[config.mk]
export PLATFORM = sky130hd
export DESIGN_NAME = pipeline_hazard_ctrl
export DESIGN_NICKNAME = d
export VERILOG_FILES = /design/src/rtl/pipeline_hazard_ctrl.sv
export SDC_FILE = /design/constraint.sdc
export NUM_CORES = 1
export LEC_CHECK = 0
export ABC_CLOCK_PERIOD_IN_PS = 2800
export BUFFER_PORTS_ARGS = -buffer_cell sky130_fd_sc_hd__buf_2
export CORE_MARGIN = 3
export CORE_UTILIZATION = 45
export CTS_CLUSTER_SIZE = 20
export DETAILED_ROUTE_END_ITERATION = 16
export GPL_ROUTABILITY_DRIVEN = 1
export PLACE_DENSITY = 0.69
export SLEW_MARGIN = 20
export SYNTH_ARGS = -nofsm -noshare
export SYNTH_HDL_FRONTEND = slang
export SYNTH_SLANG_ARGS = --single-unit
[constraint.sdc]
create_clock -name clk -period 2.8 [get_ports clk]
set_input_delay 0.14 -clock clk [delete_from_list [all_inputs] [get_ports clk]]
set_output_delay 0.14 -clock clk [all_outputs]
set_load 0.005 [all_outputs]
[src/rtl/pipeline_hazard_ctrl.sv]
// pipeline_hazard_ctrl
//   Central hazard controller for a five-stage pipeline. Each cycle one
//   control mode is chosen combinationally from the cache stalls and a
//   load-use check. The per-register write, hold, nop and flush enables are
//   decoded from that mode with zero latency. The mode is also registered,
//   and saturating performance counters plus a sticky stall-timeout flag
//   track stall behaviour.
//
// Ports
//   clk, rst_n                 clock; synchronous active-low reset
//   ID_rs, ID_rt, ID_uses_rt   source registers of the instruction in ID
//   EX_CacheRead, EX_rt        load in EX and its destination register
//   branch_taken               branch/jump resolved taken in ID
//   ICache_stall, DCache_stall cache miss in progress
//   PCWrite, IFIDWrite         PC / IF-ID update enables
//   IFID_flush                 IF/ID loads a nop
//   IDEX_hold, IDEX_nop        ID/EX keeps contents / control zeroed
//   EXMEM_hold, MEMWB_hold     later pipeline registers keep contents
//   mode_q                     registered mode (0 RUN,1 DFREEZE,2 IFREEZE,3 BUBBLE)
//   stall_cnt, bubble_cnt, flush_cnt   saturating event counters
//   stall_timeout              sticky: consecutive freeze cycles hit TIMEOUT
module pipeline_hazard_ctrl #(
   parameter int TIMEOUT = 1023,
   parameter int CNT_W   = 16
) (
   input  logic             clk,
   input  logic             rst_n,
   input  logic [4:0]       ID_rs,
   input  logic [4:0]       ID_rt,
   input  logic             ID_uses_rt,
   input  logic             EX_CacheRead,
   input  logic [4:0]       EX_rt,
   input  logic             branch_taken,
   input  logic             ICache_stall,
   input  logic             DCache_stall,
   output logic             PCWrite,
   output logic             IFIDWrite,
   output logic             IFID_flush,
   output logic             IDEX_hold,
   output logic             IDEX_nop,
   output logic             EXMEM_hold,
   output logic             MEMWB_hold,
   output logic [1:0]       mode_q,
   output logic [CNT_W-1:0] stall_cnt,
   output logic [CNT_W-1:0] bubble_cnt,
   output logic [CNT_W-1:0] flush_cnt,
   output logic             stall_timeout
);

   typedef enum logic [1:0] {
      MODE_RUN     = 2'd0,
      MODE_DFREEZE = 2'd1,
      MODE_IFREEZE = 2'd2,
      MODE_BUBBLE  = 2'd3
   } mode_e;

   localparam int RUN_W = (TIMEOUT < 2) ? 1 : $clog2(TIMEOUT + 1);
   localparam logic [RUN_W-1:0] TIMEOUT_V = RUN_W'(TIMEOUT);

   function automatic logic [CNT_W-1:0] sat_inc_cnt(input logic [CNT_W-1:0] v,
                                                    input logic en);
      if (en && (v != {CNT_W{1'b1}}))
         return v + CNT_W'(1);
      return v;
   endfunction

   function automatic logic [RUN_W-1:0] sat_inc_run(input logic [RUN_W-1:0] v);
      if (v >= TIMEOUT_V)
         return v;
      return v + RUN_W'(1);
   endfunction

   mode_e            mode_d;
   logic             load_use;
   logic [CNT_W-1:0] stall_cnt_q, stall_cnt_d;
   logic [CNT_W-1:0] bubble_cnt_q, bubble_cnt_d;
   logic [CNT_W-1:0] flush_cnt_q, flush_cnt_d;
   logic [RUN_W-1:0] run_cnt_q, run_cnt_d;
   logic             stall_timeout_q, stall_timeout_d;
   logic             freeze;

   // A load into r0 never creates a dependency.
   assign load_use = EX_CacheRead && (EX_rt != 5'd0) &&
                     ((EX_rt == ID_rs) || (ID_uses_rt && (EX_rt == ID_rt)));

   // Mode select and control decode. branch_taken only matters in RUN, so a
   // branch resolved under a stall is picked up again once the stall clears.
   always_comb begin
      mode_d     = MODE_RUN;
      PCWrite    = 1'b1;
      IFIDWrite  = 1'b1;
      IFID_flush = 1'b0;
      IDEX_hold  = 1'b0;
      IDEX_nop   = 1'b0;
      EXMEM_hold = 1'b0;
      MEMWB_hold = 1'b0;
      if (DCache_stall) begin
         mode_d     = MODE_DFREEZE;
         PCWrite    = 1'b0;
         IFIDWrite  = 1'b0;
         IDEX_hold  = 1'b1;
         EXMEM_hold = 1'b1;
         MEMWB_hold = 1'b1;
      end else if (ICache_stall) begin
         mode_d    = MODE_IFREEZE;
         PCWrite   = 1'b0;
         IFIDWrite = 1'b0;
         IDEX_nop  = 1'b1;
      end else if (load_use) begin
         mode_d    = MODE_BUBBLE;
         PCWrite   = 1'b0;
         IFIDWrite = 1'b0;
         IDEX_nop  = 1'b1;
      end else begin
         IFID_flush = branch_taken;
      end
   end

   // Counter next-state. Both freeze kinds share one run so a D-miss that
   // turns into an I-miss keeps accumulating toward the timeout.
   always_comb begin
      freeze          = (mode_d == MODE_DFREEZE) || (mode_d == MODE_IFREEZE);
      stall_cnt_d     = sat_inc_cnt(stall_cnt_q, freeze);
      bubble_cnt_d    = sat_inc_cnt(bubble_cnt_q, mode_d == MODE_BUBBLE);
      flush_cnt_d     = sat_inc_cnt(flush_cnt_q, IFID_flush);
      run_cnt_d       = freeze ? sat_inc_run(run_cnt_q) : '0;
      stall_timeout_d = stall_timeout_q || (run_cnt_d == TIMEOUT_V);
   end

   always_ff @(posedge clk) begin
      if (!rst_n) begin
         mode_q          <= MODE_RUN;
         stall_cnt_q     <= '0;
         bubble_cnt_q    <= '0;
         flush_cnt_q     <= '0;
         run_cnt_q       <= '0;
         stall_timeout_q <= 1'b0;
      end else begin
         mode_q          <= mode_d;
         stall_cnt_q     <= stall_cnt_d;
         bubble_cnt_q    <= bubble_cnt_d;
         flush_cnt_q     <= flush_cnt_d;
         run_cnt_q       <= run_cnt_d;
         stall_timeout_q <= stall_timeout_d;
      end
   end

   assign stall_cnt     = stall_cnt_q;
   assign bubble_cnt    = bubble_cnt_q;
   assign flush_cnt     = flush_cnt_q;
   assign stall_timeout = stall_timeout_q;

endmodule

==> results of run 1 <==
-- final timing paths --
path | start | to | slack [ns] | depth (start not counted)
worst min register to register | stall_timeout | stall_timeout | 0.46 | 2
worst max-delay path | bubble_cnt[0] | bubble_cnt[15] | 0.52 | 7
worst min-delay path | DCache_stall | mode_q[1] | 0.07 | 2
worst max register to register | bubble_cnt[0] | bubble_cnt[15] | 0.52 | 7
-- layer usage --
metal	vias to the layer above	share of wire	GRT usage
met5	-	0	0
met4	0	0.010	0.0555
li1	1500	-	-
met2	85	0.48	0.328
met1	1381	0.45	0.256
met3	8	0.063	0.0748
-- layout by cell type, fill, tap and decap left out, types with 2 or more instances in the layout --
| cell type | count |
|---|---|
| nand3_1 | 28 |
| inv_1 | 6 |
| nand2b_1 | 8 |
| nor4_1 | 7 |
| nor3b_1 | 2 |
| o31ai_1 | 8 |
| or3_1 | 9 |
| and4b_1 | 2 |
| ha_1 | 4 |
| xor2_1 | 12 |
| clkbuf_8 | 12 |
| and3_1 | 6 |
| nor2_1 | 40 |
| a21oi_1 | 17 |
| or4_1 | 9 |
| nor3_1 | 10 |
| a31oi_1 | 2 |
| o21a_1 | 3 |
| nor2b_1 | 2 |
| nand4_1 | 12 |
| buf_2 | 79 |
| and2_1 | 5 |
| mux2i_1 | 13 |
| buf_4 | 6 |
| o21ai_0 | 10 |
| nand2_1 | 39 |
| dfxtp_1 | 61 |
| nand4_2 | 2 |
| xnor2_1 | 21 |
| a2111oi_0 | 2 |
-- registers in the layout (all words and copies together), names as in the netlist --
name and count:
run_cnt_q 10, flush_cnt 16, stall_cnt 16, bubble_cnt 16
mode_q 2, stall_timeout 1
-- cells in the mapped netlist (2+ instances only) --
cell type and n:
a2111oi_0 2, a21oi_1 17, a31oi_1 2, and2_1 5
and3_1 6, and4b_1 2, buf_2 3, buf_4 4
clkbuf_1 7, dfxtp_1 61, ha_1 4, inv_1 6
mux2i_1 13, nand2_1 39, nand2b_1 8, nand3_1 28
nand4_1 12, nand4_2 2, nor2_1 40, nor2b_1 3
nor3_1 10, nor3b_1 2, nor4_1 7, o21a_1 3
o21ai_0 10, o31ai_1 8, or3_1 9, or4_1 9
xnor2_1 21, xor2_1 12
-- cell families after synthesis --
logic type                 Yosys count  synth area share
xor gates and xnor gates            33            0.0919
AOI/OAI and AO/OA                   51             0.105
buffers and inverters               22            0.0346
DFF                                 61             0.388
and+or+nand+nor                    191             0.323
adders and majority gates            4            0.0159
muxes                               13            0.0414
-- area by class of cell --
class                   count  area [um^2]  area share
flip-flops and latches     61         1220       0.319
clock inverters             3         42.5      0.0111
repair buffers             85          440       0.115
well taps                  93          116      0.0304
clock buffers              13          169      0.0441
multi-input cells         292         1820       0.474
inverters                   7         26.3     0.00685
-- through the flow --
step           total power, mW  std cells  cell area (um^2)
4_1_cts                   1.86        554              3830
3_3_place_gp              1.02        538              3620
2_1_floorplan            0.976        375              3150
6_report                  1.83        554              3830
5_1_grt                   1.91        554              3830
3_5_place_dp              1.02        538              3620
-- critical path, cell delays in order (launching register included) --
cell	delay, ns
dfxtp_1	0.34
ha_1	0.23
nand2_1	0.16
nor4_2	0.10
a311oi_2	0.49
nand3_1	0.29
or4_1	0.47
a21oi_1	0.14
-- report_power, final --
part           switching (mW)  leakage, nW  internal [mW]
registers             0.00963        0.493          0.877
logic                  0.0656        0.944         0.0511
clock network           0.345        0.106          0.483
total                   0.420         1.54           1.41
==> impl_metrics.tcl, run 1 <==
set metrics [dict create \
    setup_viol 0 \
    syn_nets 401 \
    clock-sinks 61 \
    dr.pass1.iters 4 \
    ys_types 50 \
    die_area_um2 8030 \
    synth_edf_count 0 \
    viasPerCell 5.37 \
    endpoint_kind "flip-flop" \
    seq_area_frac_synth 0.388 \
    drv_cap 0 \
    ioPinCount 80 \
    start_util 0.479 \
    place_ws_ns 0.538 \
    synth_top_area_frac 0.388 \
    rsz0062_at_grt "false" \
    core_area_um2 6570 \
    die_h_um 89.6 \
    yosys.area.top_type "dfxtp_1" \
    finalNetCount 482 \
    fin_crit_ns 2.28 \
    ctsHoldBuffers 0 \
    cellLeakagePower_nw 1.54 \
    gp_congestion 0.882 \
    powerDensity_nw_per_um2 478 \
    fmax_mhz 438 \
    maxSlewViolCount 0 \
    num_rows 29 \
    fin_tns_setup_ns 0 \
    cp-start-kind "flip-flop" \
    n_fill_cell 603 \
    gr-total-overflow 0 \
    drive_above_1_share 0.245 \
    cts_resized 0 \
    avgSynthCellArea_um2 8.39 \
    slew_headroom 0.590 \
    ys.flop_type "dfxtp_1" \
    post-route-util 0.584 \
    fp.dieW_um 89.6 \
    finalHoldViolations 0 \
    htreeDepth 3 \
    antenna_left 0 \
    ir_drop_v 0.000281 \
    wl_per_cell_um 13.6 \
    grt_pass1_vias 2788 \
    grt_usage 0.203 \
    vias 2974 \
    timing_worst_setup_path_type "reg2reg" \
    hpwl_um 5450 \
    fin_skew_ns 0.00988 \
    syn_to_final_growth_pct 21.9 \
    clkTransAtPathRegs_ns 0.07 \
    clock_path_buffers 2 \
    crit_arrival_ns 2.56 \
    cts_tree "built" \
    hold_class "in2reg" \
    syn_area_um2 3150 \
    grt_pass1_wl_um 12800 \
    insertion_delay_ns 0.34 \
    antenna_cells 0 \
    required_ns 3.08 \
    route.detailed.drc 0 \
    antenna_found_initial 0 \
    hold-worst-slack_ns 0.0718 \
    grt_max_degree 30 \
    drtIter0Drc 160 \
    port_buffers 79 \
    post_cts_buffers 0 \
    cts_buffers 9 \
    crit_fanout 7 \
    fin_ws_ns 0.517 \
    wl_um 7540 \
    outcome "finished clean" \
    worst_pin_slew_ns 0.615 \
    cts_root_buffer "clkbuf_8" \
    synth_area_leaders "dfxtp_1 39%, xnor2_1 5.8%, nor2_1 4.8%, nand2_1 4.7%, nand3_1 4.5%" \
    period_share 0.815 \
    synth_warnings 0 \
    ys_async_sr_fraction 0 \
    synth-seq-cells 61 \
    postSynthCellCount 375 \
]
Power figures use the tool's default switching activity.
==> run 2: changes to the inputs <==
- ABC_CLOCK_PERIOD_IN_PS: 2800 -> 2000
- PLACE_DENSITY: 0.69 -> 0.72
- clock period: 2.8 -> 2 ns (I/O delays scaled with it)
==> impl_metrics.tcl, run 2 (synthesized netlist as in run 1, its figures left out) <==
set metrics [dict create \
    grt_pass1_vias 2732 \
    fp.dieW_um 89.6 \
    core_area_um2 6570 \
    wl_per_cell_um 13.8 \
    fin_crit_ns 2.03 \
    pwr-share-clk 0.479 \
    clock_path_buffers 2 \
    hold_class "in2reg" \
    powerDensity_nw_per_um2 646 \
    fin_ws_ns -0.0270 \
    port_buffers 79 \
    die_area_um2 8030 \
    fmax_mhz 493 \
    antenna_left 0 \
    grt_usage 0.199 \
    drive_above_1_share 0.331 \
    hold-worst-slack_ns 0.0369 \
    finalNetCount 519 \
    ioPinCount 80 \
    num_rows 29 \
    worst_pin_slew_ns 0.444 \
    hpwl_um 5660 \
    antenna_found_initial 0 \
    fin_skew_ns 0.0107 \
    cts_buffers 9 \
    crit_fanout 5 \
    start_util 0.479 \
    seqCellArea_um2 1230 \
    grt_util_met3 0.0465 \
    gp_congestion 0.870 \
    crit_arrival_ns 2.29 \
    p_seq_frac 0.453 \
    layout_commonest_cell "buf_2" \
    antenna_cells 0 \
    timing_worst_setup_path_type "reg2reg" \
    drv_cap 0 \
    drtIter0Drc 165 \
    finalHoldViolations 0 \
    setup_viol 2 \
    ctsHoldBuffers 0 \
    viasPerCell 5.38 \
    clkTransAtPathRegs_ns 0.07 \
    vias 3181 \
    dr.pass1.iters 5 \
    multi_input_area_um2 1890 \
    syn_to_final_growth_pct 34.7 \
    cts_root_buffer "clkbuf_8" \
    cp-start-kind "flip-flop" \
    use_met1 0.267 \
    grt_pass1_wl_um 12600 \
    required_ns 2.26 \
    p_switching_mw 0.587 \
    clock-sinks 61 \
    violations "setup timing" \
    ir_drop_v 0.000422 \
    die_h_um 89.6 \
    gr-total-overflow 0 \
    slew_headroom 0.704 \
    endpoint_kind "flip-flop" \
    period_share 1.01 \
    cellLeakagePower_nw 1.80 \
    grt.busiest_layer "met2" \
    n_fill_cell 582 \
    cell_internal_pwr_mw 2.15 \
    sw_frac_of_total 0.215 \
    htreeDepth 3 \
    post-route-util 0.645 \
    maxSlewViolCount 0 \
    wl_um 8130 \
    cts_tree "built" \
    insertion_delay_ns 0.33 \
    outcome "complete, but fails checks" \
    grt_max_degree 30 \
    route.detailed.drc 0 \
    final_cell_mix "79 x buf_2, 56 x dfxtp_1, 42 x buf_4" \
    power.share.combinational 0.068 \
    grt.met2_usage 0.311 \
]
[run 2: changes by cell type in the layout (fill, tap and decap cells not counted), sizes merged]
cell	delta
buf	+37
bufinv	+1
clkinvlp	-1
[run 2: worst paths after layout]
kind	from	to	slack (ns)	depth (start not counted)
max	bubble_cnt[0]	bubble_cnt[6]	-0.03	8
min	DCache_stall	mode_q[1]	0.04	2
max reg2reg	bubble_cnt[0]	bubble_cnt[6]	-0.03	8
min reg2reg	stall_timeout	stall_timeout	0.46	2
[run 2: cell type report]
type | instances | area share
flip-flops and latches | 61 | 0.290
clock inverters | 3 | 0.0154
clock buffers | 13 | 0.0422
well taps | 93 | 0.0275
inverters | 7 | 0.00620
multi-input cells | 292 | 0.447
repair buffers | 122 | 0.172
[run 2: critical path, stage by stage, from the launching register on]
cell and delay (ns):
dfxtp_2 0.34, ha_4 0.17, nand2_4 0.07, nor4_4 0.05, a311oi_2 0.46, buf_4 0.21
nand2_2 0.09, or4_4 0.42, a21oi_1 0.15
[run 2: routing by layer]
layer,wire length (um),part of all wire,vias to the layer above
li1,-,-,1584
met1,3630,0.45,1489
met2,3930,0.48,94
met3,445,0.055,14
met4,127,0.016,0
met5,0,0,-
[run 2: repair_timing]
item / in CTS / in global routing
cloned: 0 / 0
hold endpoints to repair: 0 / 0
buffers inserted: 1 / 9
setup endpoints to repair: 2 / 19
pin swaps: 1 / 7
resized for setup: 1 / 17
[run 2: power by group through the flow]
stage,clock (mW),sequential [mW],combinational (mW)
final,1.31,1.24,0.186
after floorplan,0,1.27,0.0985
after CTS,1.33,1.24,0.183
after global placement,0,1.27,0.178
after detailed placement,0,1.27,0.181
after global routing,1.39,1.24,0.209
[run 2: metrics by stage]
| step | total power, mW | area, um^2 | setup slack, ns | cells | setup TNS (ns) |
|---|---|---|---|---|---|
| 5_1_grt | 2.84 | 4240 | -0.0984 | 591 | -0.519 |
| 3_5_place_dp | 1.45 | 3840 | 0.00191 | 565 | 0 |
| 4_1_cts | 2.75 | 4100 | 0.00540 | 582 | 0 |
| 3_3_place_gp | 1.44 | 3840 | 0.0795 | 565 | 0 |
| 6_report | 2.74 | 4240 | -0.0270 | 591 | -0.0471 |
| 2_1_floorplan | 1.37 | 3150 | 0.0137 | 375 | 0 |
==> run 3: changes to the inputs <==
- HOLD_SLACK_MARGIN: unset -> 0.06
- PLACE_DENSITY: 0.72 -> 0.84
==> impl_metrics.tcl, run 3 (synthesized netlist as in run 1, its figures left out) <==
set metrics [dict create \
    endpoint "bubble_cnt[5]" \
    grt_usage 0.218 \
    required_ns 2.29 \
    htreeDepth 3 \
    ioPinCount 80 \
    final_cell_mix "79 x buf_2, 55 x dfxtp_1, 39 x nor2_1" \
    grt_pass1_wl_um 13700 \
    fp.dieW_um 89.6 \
    r2r_start "bubble_cnt[10]" \
    outcome "finished clean" \
    cpPeakStageDelay_ns 0.39 \
    drive_above_1_share 0.329 \
    crit_top_cell "buf_4" \
    dr.pass1.iters 4 \
    drv_cap 0 \
    fin_crit_ns 1.96 \
    clkTransAtPathRegs_ns 0.07 \
    crit_start "bubble_cnt[10]" \
    route.detailed.drc 0 \
    cts_tree "built" \
    insertion_delay_ns 0.36 \
    slowest_stage "or3_1" \
    num_rows 29 \
    port_buffers 79 \
    drtIter0Drc 236 \
    post-route-util 0.642 \
    gr-total-overflow 0 \
    clock_path_buffers 2 \
    antenna_found_initial 0 \
    viasPerCell 5.50 \
    antenna_cells 0 \
    r2r-end "bubble_cnt[5]" \
    timing_worst_setup_path_type "reg2reg" \
    core_area_um2 6570 \
    crit_fanout 4 \
    period_share 0.982 \
    syn_to_final_growth_pct 34.0 \
    hold_class "in2reg" \
    hpwl_um 5920 \
    finalNetCount 517 \
    place_ws_ns 0.0185 \
    die_h_um 89.6 \
    die_area_um2 8030 \
    cp-start-kind "flip-flop" \
    grt_max_degree 30 \
    setup_viol 0 \
    path_cells "nand4_1 > buf_4 > nor4_4 > a311oi_2 > buf_4 > nand3b_1 > or3_1 > a21oi_2" \
    fin_tns_setup_ns 0 \
    endpoint_kind "flip-flop" \
    cts_root_buffer "clkbuf_8" \
    worst_pin_slew_ns 0.490 \
    layout_commonest_cell "buf_2" \
    antenna_left 0 \
    fin_skew_ns 0.00643 \
    rrSetupSlack_ns 0.04 \
    maxSlewViolCount 0 \
    wl_um 8630 \
    fin_ws_ns 0.0365 \
    grt_pass1_vias 3113 \
    stdcell_area_um2 4220 \
    cellLeakagePower_nw 1.76 \
    slew_headroom 0.671 \
    powerDensity_nw_per_um2 664 \
    cts_buffers 9 \
    fmax_mhz 509 \
    postPlaceCellArea_um2 3840 \
    clock-sinks 61 \
    ir_drop_v 0.000433 \
    gp_congestion 0.925 \
    finalPower_mw 2.80 \
    start_util 0.479 \
    finalHoldViolations 0 \
    wl_per_cell_um 14.7 \
    reg2reg_depth 8 \
    crit_arrival_ns 2.25 \
    vias 3242 \
]
## run 3: through the flow
stage	std cells	hold slack, ns
after floorplan	375	0.179
after detailed placement	565	0.374
after global placement	565	0.357
after global routing	589	0.145
final	589	0.0933
after CTS	583	0.0800
## run 3: layout make-up
cell class              count  area [um^2]
fillers                   545         2350
well taps                  93          116
multi-input cells         292         1880
flip-flops and latches     61         1230
clock inverters             6          110
inverters                   7         26.3
repair buffers            120          721
clock buffers              10          138
## run 3: routing by layer
metal,track usage,vias up,wire (um),share of wire
met2,0.372,98,4400,0.51
met1,0.256,1550,3580,0.41
met3,0.0438,14,476,0.055
met4,0.115,0,176,0.020
met5,0,-,0,0
li1,-,1580,-,-
## run 3: where the power goes
group,switching (mW),internal [mW],leakage [nW]
registers,0.0125,1.23,0.496
clock network,0.515,0.859,0.119
logic,0.102,0.0847,1.15
total,0.629,2.17,1.76
## run 3: worst max-delay path: cells and delay by family (launching register included)
family	cells	cell delay, ns
AO/OA/AOI/OAI	2	0.51
buffers and inverters	2	0.34
flip-flops	1	0.34
AND/OR/NAND/NOR	4	0.69
## run 3: worst min path at each step
stage               depth (start not counted)  slack (ns)         start         to
finish                                      3        0.09  ICache_stall  mode_q[1]
global route                                3        0.14  ICache_stall  mode_q[0]
CTS                                         3        0.08  ICache_stall  mode_q[1]
detailed placement                          2        0.37  DCache_stall  mode_q[1]
global placement                            2        0.36  DCache_stall  mode_q[1]
floorplan                                   1        0.18  DCache_stall  mode_q[1]
## run 3: repair_timing
item                                   in CTS  in global routing
pin swaps                                   1                  7
setup buffers                               0                  6
gates cloned                                0                  0
setup endpoints to repair                   4                 18
gates resized for setup                     0                 19
endpoints found under the hold margin       3                  0
hold buffers                                2                  0
